## src/rtl/rnn_cell_seq.sv

```systemverilog
// Recurrent neuron y = act(sum w[i]*x[i] + u*h + b) with a single time-shared multiplier.
// Define RNN_CELL_RELU_EN to use a ReLU activation; otherwise the neuron is linear.
module rnn_cell_seq #(
    parameter int unsigned N_IN   = 8,
    parameter int unsigned DATA_W = 32,
    parameter int unsigned FRAC_W = 16,
    localparam int unsigned SEL_W = $clog2(2 * N_IN + 2),
    localparam int unsigned ACC_W = 2 * DATA_W + $clog2(N_IN + 2)
) (
    input  logic                     clk,
    input  logic                     rst,
    input  logic                     wr_en,
    input  logic [SEL_W-1:0]         wr_sel,
    input  logic signed [DATA_W-1:0] wr_data,
    input  logic                     start,
    input  logic                     h_clear,
    output logic                     busy,
    output logic                     out_valid,
    input  logic                     out_ready,
    output logic signed [DATA_W-1:0] out_data
);
    localparam int unsigned IDX_W = $clog2(N_IN + 1);

    localparam logic signed [ACC_W-1:0] SAT_MAX =
        {{(ACC_W - DATA_W + 1){1'b0}}, {(DATA_W - 1){1'b1}}};
    localparam logic signed [ACC_W-1:0] SAT_MIN =
        {{(ACC_W - DATA_W + 1){1'b1}}, {(DATA_W - 1){1'b0}}};
    localparam logic signed [DATA_W-1:0] Y_MAX = {1'b0, {(DATA_W - 1){1'b1}}};
    localparam logic signed [DATA_W-1:0] Y_MIN = {1'b1, {(DATA_W - 1){1'b0}}};

    typedef enum logic [1:0] {StIdle, StMac, StFin, StOut} state_e;

    state_e state_q, state_d;

    logic signed [DATA_W-1:0] x_q [N_IN];
    logic signed [DATA_W-1:0] w_q [N_IN];
    logic signed [DATA_W-1:0] u_q, b_q, h_q, h_d;
    logic signed [DATA_W-1:0] out_data_q, out_data_d;
    logic                     out_valid_q, out_valid_d;
    logic signed [ACC_W-1:0]  acc_q, acc_d;
    logic [IDX_W-1:0]         idx_q, idx_d;

    logic signed [DATA_W-1:0]   mul_a, mul_b, b_eff, y;
    logic signed [2*DATA_W-1:0] prod;
    logic signed [ACC_W-1:0]    prod_ext, acc_init, shifted, act_v;
    logic                       wr_ok;

    assign wr_ok = wr_en && (state_q == StIdle);

    always_ff @(posedge clk or posedge rst) begin
        if (rst) begin
            for (int i = 0; i < N_IN; i++) begin
                x_q[i] <= '0;
                w_q[i] <= '0;
            end
            u_q <= '0;
            b_q <= '0;
        end else if (wr_ok) begin
            for (int i = 0; i < N_IN; i++) begin
                if (wr_sel == SEL_W'(i))        x_q[i] <= wr_data;
                if (wr_sel == SEL_W'(N_IN + i)) w_q[i] <= wr_data;
            end
            if (wr_sel == SEL_W'(2 * N_IN))     u_q <= wr_data;
            if (wr_sel == SEL_W'(2 * N_IN + 1)) b_q <= wr_data;
        end
    end

    // Recurrent term shares the multiplier on the final MAC cycle (idx == N_IN).
    always_comb begin
        mul_a = u_q;
        mul_b = h_q;
        for (int i = 0; i < N_IN; i++) begin
            if (idx_q == IDX_W'(i)) begin
                mul_a = w_q[i];
                mul_b = x_q[i];
            end
        end
    end

    assign prod     = mul_a * mul_b;
    assign prod_ext = {{(ACC_W - 2 * DATA_W){prod[2*DATA_W-1]}}, prod};

    // Forward a bias write landing on the same edge as start.
    assign b_eff    = (wr_ok && wr_sel == SEL_W'(2 * N_IN + 1)) ? wr_data : b_q;
    assign acc_init = {{(ACC_W - DATA_W){b_eff[DATA_W-1]}}, b_eff} <<< FRAC_W;
    assign shifted  = acc_q >>> FRAC_W;

    always_comb begin
`ifdef RNN_CELL_RELU_EN
        act_v = shifted[ACC_W-1] ? '0 : shifted;
`else
        act_v = shifted;
`endif
        if (act_v > SAT_MAX)      y = Y_MAX;
        else if (act_v < SAT_MIN) y = Y_MIN;
        else                      y = act_v[DATA_W-1:0];
    end

    always_comb begin
        state_d     = state_q;
        acc_d       = acc_q;
        idx_d       = idx_q;
        h_d         = h_q;
        out_data_d  = out_data_q;
        out_valid_d = out_valid_q;
        unique case (state_q)
            StIdle: begin
                if (h_clear) h_d = '0;
                if (start) begin
                    state_d = StMac;
                    acc_d   = acc_init;
                    idx_d   = '0;
                end
            end
            StMac: begin
                acc_d = acc_q + prod_ext;
                if (idx_q == IDX_W'(N_IN)) state_d = StFin;
                else                       idx_d   = idx_q + IDX_W'(1);
            end
            StFin: begin
                out_data_d  = y;
                h_d         = y;
                out_valid_d = 1'b1;
                state_d     = StOut;
            end
            StOut: begin
                if (out_ready) begin
                    out_valid_d = 1'b0;
                    state_d     = StIdle;
                end
            end
            default: state_d = StIdle;
        endcase
    end

    always_ff @(posedge clk or posedge rst) begin
        if (rst) begin
            state_q     <= StIdle;
            acc_q       <= '0;
            idx_q       <= '0;
            h_q         <= '0;
            out_data_q  <= '0;
            out_valid_q <= 1'b0;
        end else begin
            state_q     <= state_d;
            acc_q       <= acc_d;
            idx_q       <= idx_d;
            h_q         <= h_d;
            out_data_q  <= out_data_d;
            out_valid_q <= out_valid_d;
        end
    end

    assign busy      = (state_q != StIdle);
    assign out_valid = out_valid_q;
    assign out_data  = out_data_q;

endmodule

```

## config.mk

```make
export PLATFORM = sky130hd
export DESIGN_NAME = rnn_cell_seq
export DESIGN_NICKNAME = d
export VERILOG_FILES = /design/src/rtl/rnn_cell_seq.sv
export SDC_FILE = /design/constraint.sdc
export NUM_CORES = 2
export LEC_CHECK = 0
export BUFFER_PORTS_ARGS = -buffer_cell sky130_fd_sc_hd__buf_2
export CAP_MARGIN = 30
export CORE_MARGIN = 2
export CORE_UTILIZATION = 30
export CTS_CLUSTER_SIZE = 12
export DETAILED_ROUTE_END_ITERATION = 8
export GPL_TIMING_DRIVEN = 1
export PLACE_DENSITY = 0.44
export SKIP_CTS_REPAIR_TIMING = 1
export SYNTH_ARGS = -nofsm -noshare
export SYNTH_HDL_FRONTEND = slang
export SYNTH_SLANG_ARGS = --single-unit
```

## constraint.sdc

```tcl
create_clock -name clk -period 20.2 [get_ports clk]
set_input_delay 1.01 -clock clk [delete_from_list [all_inputs] [get_ports clk]]
set_output_delay 1.01 -clock clk [all_outputs]
set_load 0.01 [all_outputs]
```

## After elaboration in Yosys (flattened, before gate mapping)

Cells that the tools add are included.

| cells by class | value |
|---|---|
| reduce and logical (&&, ||, !) cells | 32 |
| $add $sub $neg | 2 |
| multipliers | 1 |
| equal/unequal tests | 33 |
| order comparisons | 2 |
| multiplexer cells | 32 |

Operators with widths:

| operator | count |
|---|---|
| $mux 32 | 20 |
| $pmux 68 s2 | 1 |
| $add 68x64->68 | 1 |
| $mux 68 | 1 |
| $mul 32x32->64 | 1 |
| $pmux 32 s2 | 1 |
| $gt 52x32->1 const B | 1 |
| $lt 52x32->1 const B | 1 |
| $reduce_and 2->1 | 21 |
| $eq 5x4->1 const B | 8 |
| $eq 5x3->1 const B | 4 |
| $eq 4x3->1 const B | 4 |
| $eq 5x2->1 const B | 2 |
| $eq 5x5->1 const B | 2 |
| $ne 2x2->1 const B | 5 |
| $eq 4x2->1 const B | 2 |
| $mux 4 | 2 |
| $pmux 2 s4 | 1 |
| $pmux 4 s2 | 1 |
| $reduce_bool 2->1 | 4 |
| $mux 2 | 3 |
| $reduce_and 3->1 | 2 |
| $eq 5x1->1 const B | 1 |
| $logic_not 5->1 | 1 |
| 10 further kinds | 12 |

| word-level totals | value |
|---|---|
| output and inout port bits | 34 |
| input port bits | 43 |
| word-level logic and storage cells | 126 |
| register bits | 715 |

## Longest topological paths before layout

| depth | value |
|---|---|
| depth after elaboration | 12 |
| mapped depth | 43 |
| mapped depth without buffers | 38 |

## Worst setup path before layout

OpenSTA, ideal clock, no wires.

| timing path | value |
|---|---|
| kind | register -> register |
| from | reg idx_q[1] |
| to | reg acc_q[53] |
| clock period less this slack | 10533 ps |
| required time | 20074 ps |
| arrival | 10406 ps |
| path buffers | 6 |
| stages on the path, launching flop included | 40 |
| setup time | 126 ps |
| setup slack | 9667 ps |
| path through | dfrtp_1 > inv_1 > ha_1 > or3b_4 > buf_6 > buf_6 > buf_2 > a211oi_1 > a21oi_1 > nand2_1 > o211ai_1 > a31oi_2 > buf_4 > buf_6 > nand2_1 > fa_1 > fa_1 > inv_1 > [4 not listed] > fa_1 > fa_1 > fa_1 > inv_1 > fa_1 > inv_1 > ha_1 > and2_1 > clkbuf_1 > and3_1 > a221oi_1 > nor2_1 > a211oi_1 > o31ai_4 > nand3_1 > nand2_1 > xor2_1 > a221o_1 |

| between the ends | value |
|---|---|
| cells in the longest elaborated chain, start to end | 12 |
| elaborated cells on any way between the ends | 27 |
| classes of those cells | add/sub (1); mul (1); eq/ne (7); mux (17); reduce/logical (1) |

Ends and longest elaborated chain:

| item | RTL line | source |
|---|---|---|
| start: declaration | 41 | `logic [IDX_W-1:0] idx_q, idx_d;` |
| start signal: assignment | 147 | `idx_q <= idx_d;` |
| $logic_not 4->1 | 73 | `if (idx_q == IDX_W'(i)) begin` |
| $mux 32 (8 in a row) | 73 |  |
| $mul 32x32->64 (*) | 80 | `assign prod = mul_a * mul_b;` |
| $add 68x64->68 (*) | 116 | `acc_d = acc_q + prod_ext;` |
| $pmux 68 s2 (*) | 106 | `unique case (state_q)` |
| end signal: assignment | 139 | `acc_q <= '0;` |
| end signal: assignment | 146 | `acc_q <= acc_d;` |
| end: declaration | 40 | `logic signed [ACC_W-1:0] acc_q, acc_d;` |

Mark *: on every way between the ends. The rest lies on a longest branch, timed or not.
A chain may end at the register's enable or synchronous reset.

## Final worst setup path

| timing path | value |
|---|---|
| from | reg idx_q[2] |
| to | reg acc_q[64] |

The elaborated chain is that of the path after synthesis.

==> run metrics <==
largest stage delay on the critical path 0.76 ns; initial DRC count 3620; largest net degree at the start of global routing 173; DR DRC count 0; Reg clk slew, reported paths 0.06 ns; grt total ovfl 0; Post-DP HPWL 190500 um; main area contributors after synthesis fa_1 34%, dfrtp_1 24%, mux2_2 8.8%; #FFs+latches synth 715; Worst EP required 20.79 ns; Synthesized Nets 8718; routed length per placed instance 24.72 um; total of max-cap violations 0; # fillers 24840; clock sink count 715; Detailed Routing Iterations Pass 1 6; min Tclk post-route 12.29 ns; Setup violations, final 0; Finished Cell Area 80540 um^2; Critical Path AT 12.89 ns; die area 248000 um^2; register area 17890 um^2; Syn Area/Cell 10.18 um^2; layout cells sized above 1 14.88%; Async SR Flop Fraction 100.0%; R2R setup slack 7.91 ns; CP max-delay cell a21o_1; status finished clean; Yosys warnings 0; final core utilization 33.14%; final slew viol count 0; Reg2Reg Depth 35; CP bufs+invs 8; Layout Cells excl Fill 10360; Detail Route Antenna Nets 0; Post-Syn Area 73200 um^2; endpoint of the worst register-to-register path acc_q[64]; placed cell count 10190; Critical R2R Launch idx_q[2]; vias in the first global route 56290; DR vias/cell 4.954; most frequent cells in the layout 1299 x inv_1, 1252 x fa_1, 715 x dfrtp_1, 710 x nor2_1, 703 x nand2_1; unrepaired setup endpoints after global routing no; Core ar. 243000 um^2; clk_lat worst skew 0.75 ns; Nets 8613; setup_tns 0 ns; DP Area 77390 um^2; first-pass GRT wire length 385700 um; wire length after detailed routing 256100 um; TritonCTS clock tree yes; Root Buffer Master clkbuf_16; EDFF count, synth 0; Placer Congestion 0.8999; Die H 498.0 um; sequential area share after synthesis 24.44%; number of distinct library cells after synthesis 73; FMAX 81.34 MHz; crit path kind register to register; crit path to acc_q[64]; Worst setup startpoint idx_q[2]; via count 51330; critical path depth 35; worst-path maximum fanout 52; initial antenna violation count 28; most used cell, CP fa_1; Ports 77; CTS buffer count 87; HP Class input port to async pin; Die Wd 498.0 um; row count 181; Synth area leader fa_1; Yosys top cell area share 34.24%; worst slew pin tran 1.178 ns; CP delay by family, top adder cells; relative slew slack 21.50%; CP Launch Type register; Syn Inst Count 7188; commonest non-fill, non-tap cell in the layout inv_1; Global Route Usage Sum 21.03%; H-tree depth 3; area of the multi-input gates 48800 um^2; Hold Vio Cnt, Final 0; Layout area overhead 10.03%; Clock Path Buffers 3; Setup Skew 0.06834 ns; ys flop type dfrtp_1; Buffers on Ports 76; CP Capture Type register; Tcrit/Tclk final 60.86%; initial core utilization 30.12%
[per-layer routing]
layer,up-vias,wire length [um],GRT usage (%)
li1,22170,-,-
met1,27420,110500,28.24
met2,1386,123100,35.09
met3,351,14710,3.152
met4,4,7772,6.055
met5,-,37,0
[sequential cells by signal (all words and copies together) (netlist names)]
name,flops
w_q,256
x_q,256
acc_q,68
b_q,32
h_q,32
out_data,32
u_q,32
idx_q,4
state_q,2
out_valid,1
[Yosys cell counts (35+ instances only)]
cell,instances
and2_1,37
a21o_1,69
clkbuf_1,197
fa_1,1252
buf_1,35
inv_1,1301
nand2b_1,46
mux2i_1,70
a21oi_1,357
nor2_1,717
a311oi_1,57
buf_2,129
nand2_1,710
xnor2_1,51
o211ai_1,55
o21ai_0,153
a21oi_2,38
mux2_2,575
ha_1,235
dfrtp_1,715
[per-stage QoR]
stage	hold slack (ns)	setup slack, ns
after floorplan	0.4492	9.398
after global placement	0.4645	8.053
after detailed placement	0.4707	8.011
after CTS	0.4462	7.977
after global routing	0.4825	7.313
final	0.4467	7.907
[worst min-delay path by stage]
stage	start	end	slack, ns	cells after the start
after floorplan	h_q[0]	h_q[0]	0.45	2
after global placement	h_q[2]	h_q[2]	0.46	2
after detailed placement	h_q[20]	h_q[20]	0.47	2
after CTS	out_ready	out_valid	0.45	2
after global routing	out_ready	out_valid	0.48	2
final	rst	u_q[6]	0.45	3
[tightest hold or removal path, cell delays in order]
cell        delay [ns]
buf_2             0.11
clkinvlp_4        0.09
buf_12            0.51
[cells by family (layout without fill, tap and decap cells)]
kind of cell	count (synthesis)	in the layout	share of synthesized area [%]
xor gates and xnor gates	72	72	0.8615
and+or+nand+nor	1623	1623	8.982
adders and majority gates	1487	1487	38.26
other	0	7	0
DFF	715	715	24.44
AOI/OAI and AO/OA	919	919	8.042
buffers and inverters	1727	1690	9.610
muxes	645	645	9.803
[cell type report]
class / instances / area share, %
Multi-Input combinational cell: 4746 / 60.59
Sequential cell: 715 / 22.22
Inverter: 1304 / 6.082
Tap cell: 3202 / 4.974
Clock buffer: 126 / 3.109
Timing Repair Buffer: 229 / 2.436
Clock inverter: 31 / 0.5686
Antenna cell: 7 / 0.02175
Power is left out: the tool's default activity adds up to more than one toggle a clock period on the data nets, which glitch-free logic cannot reach.
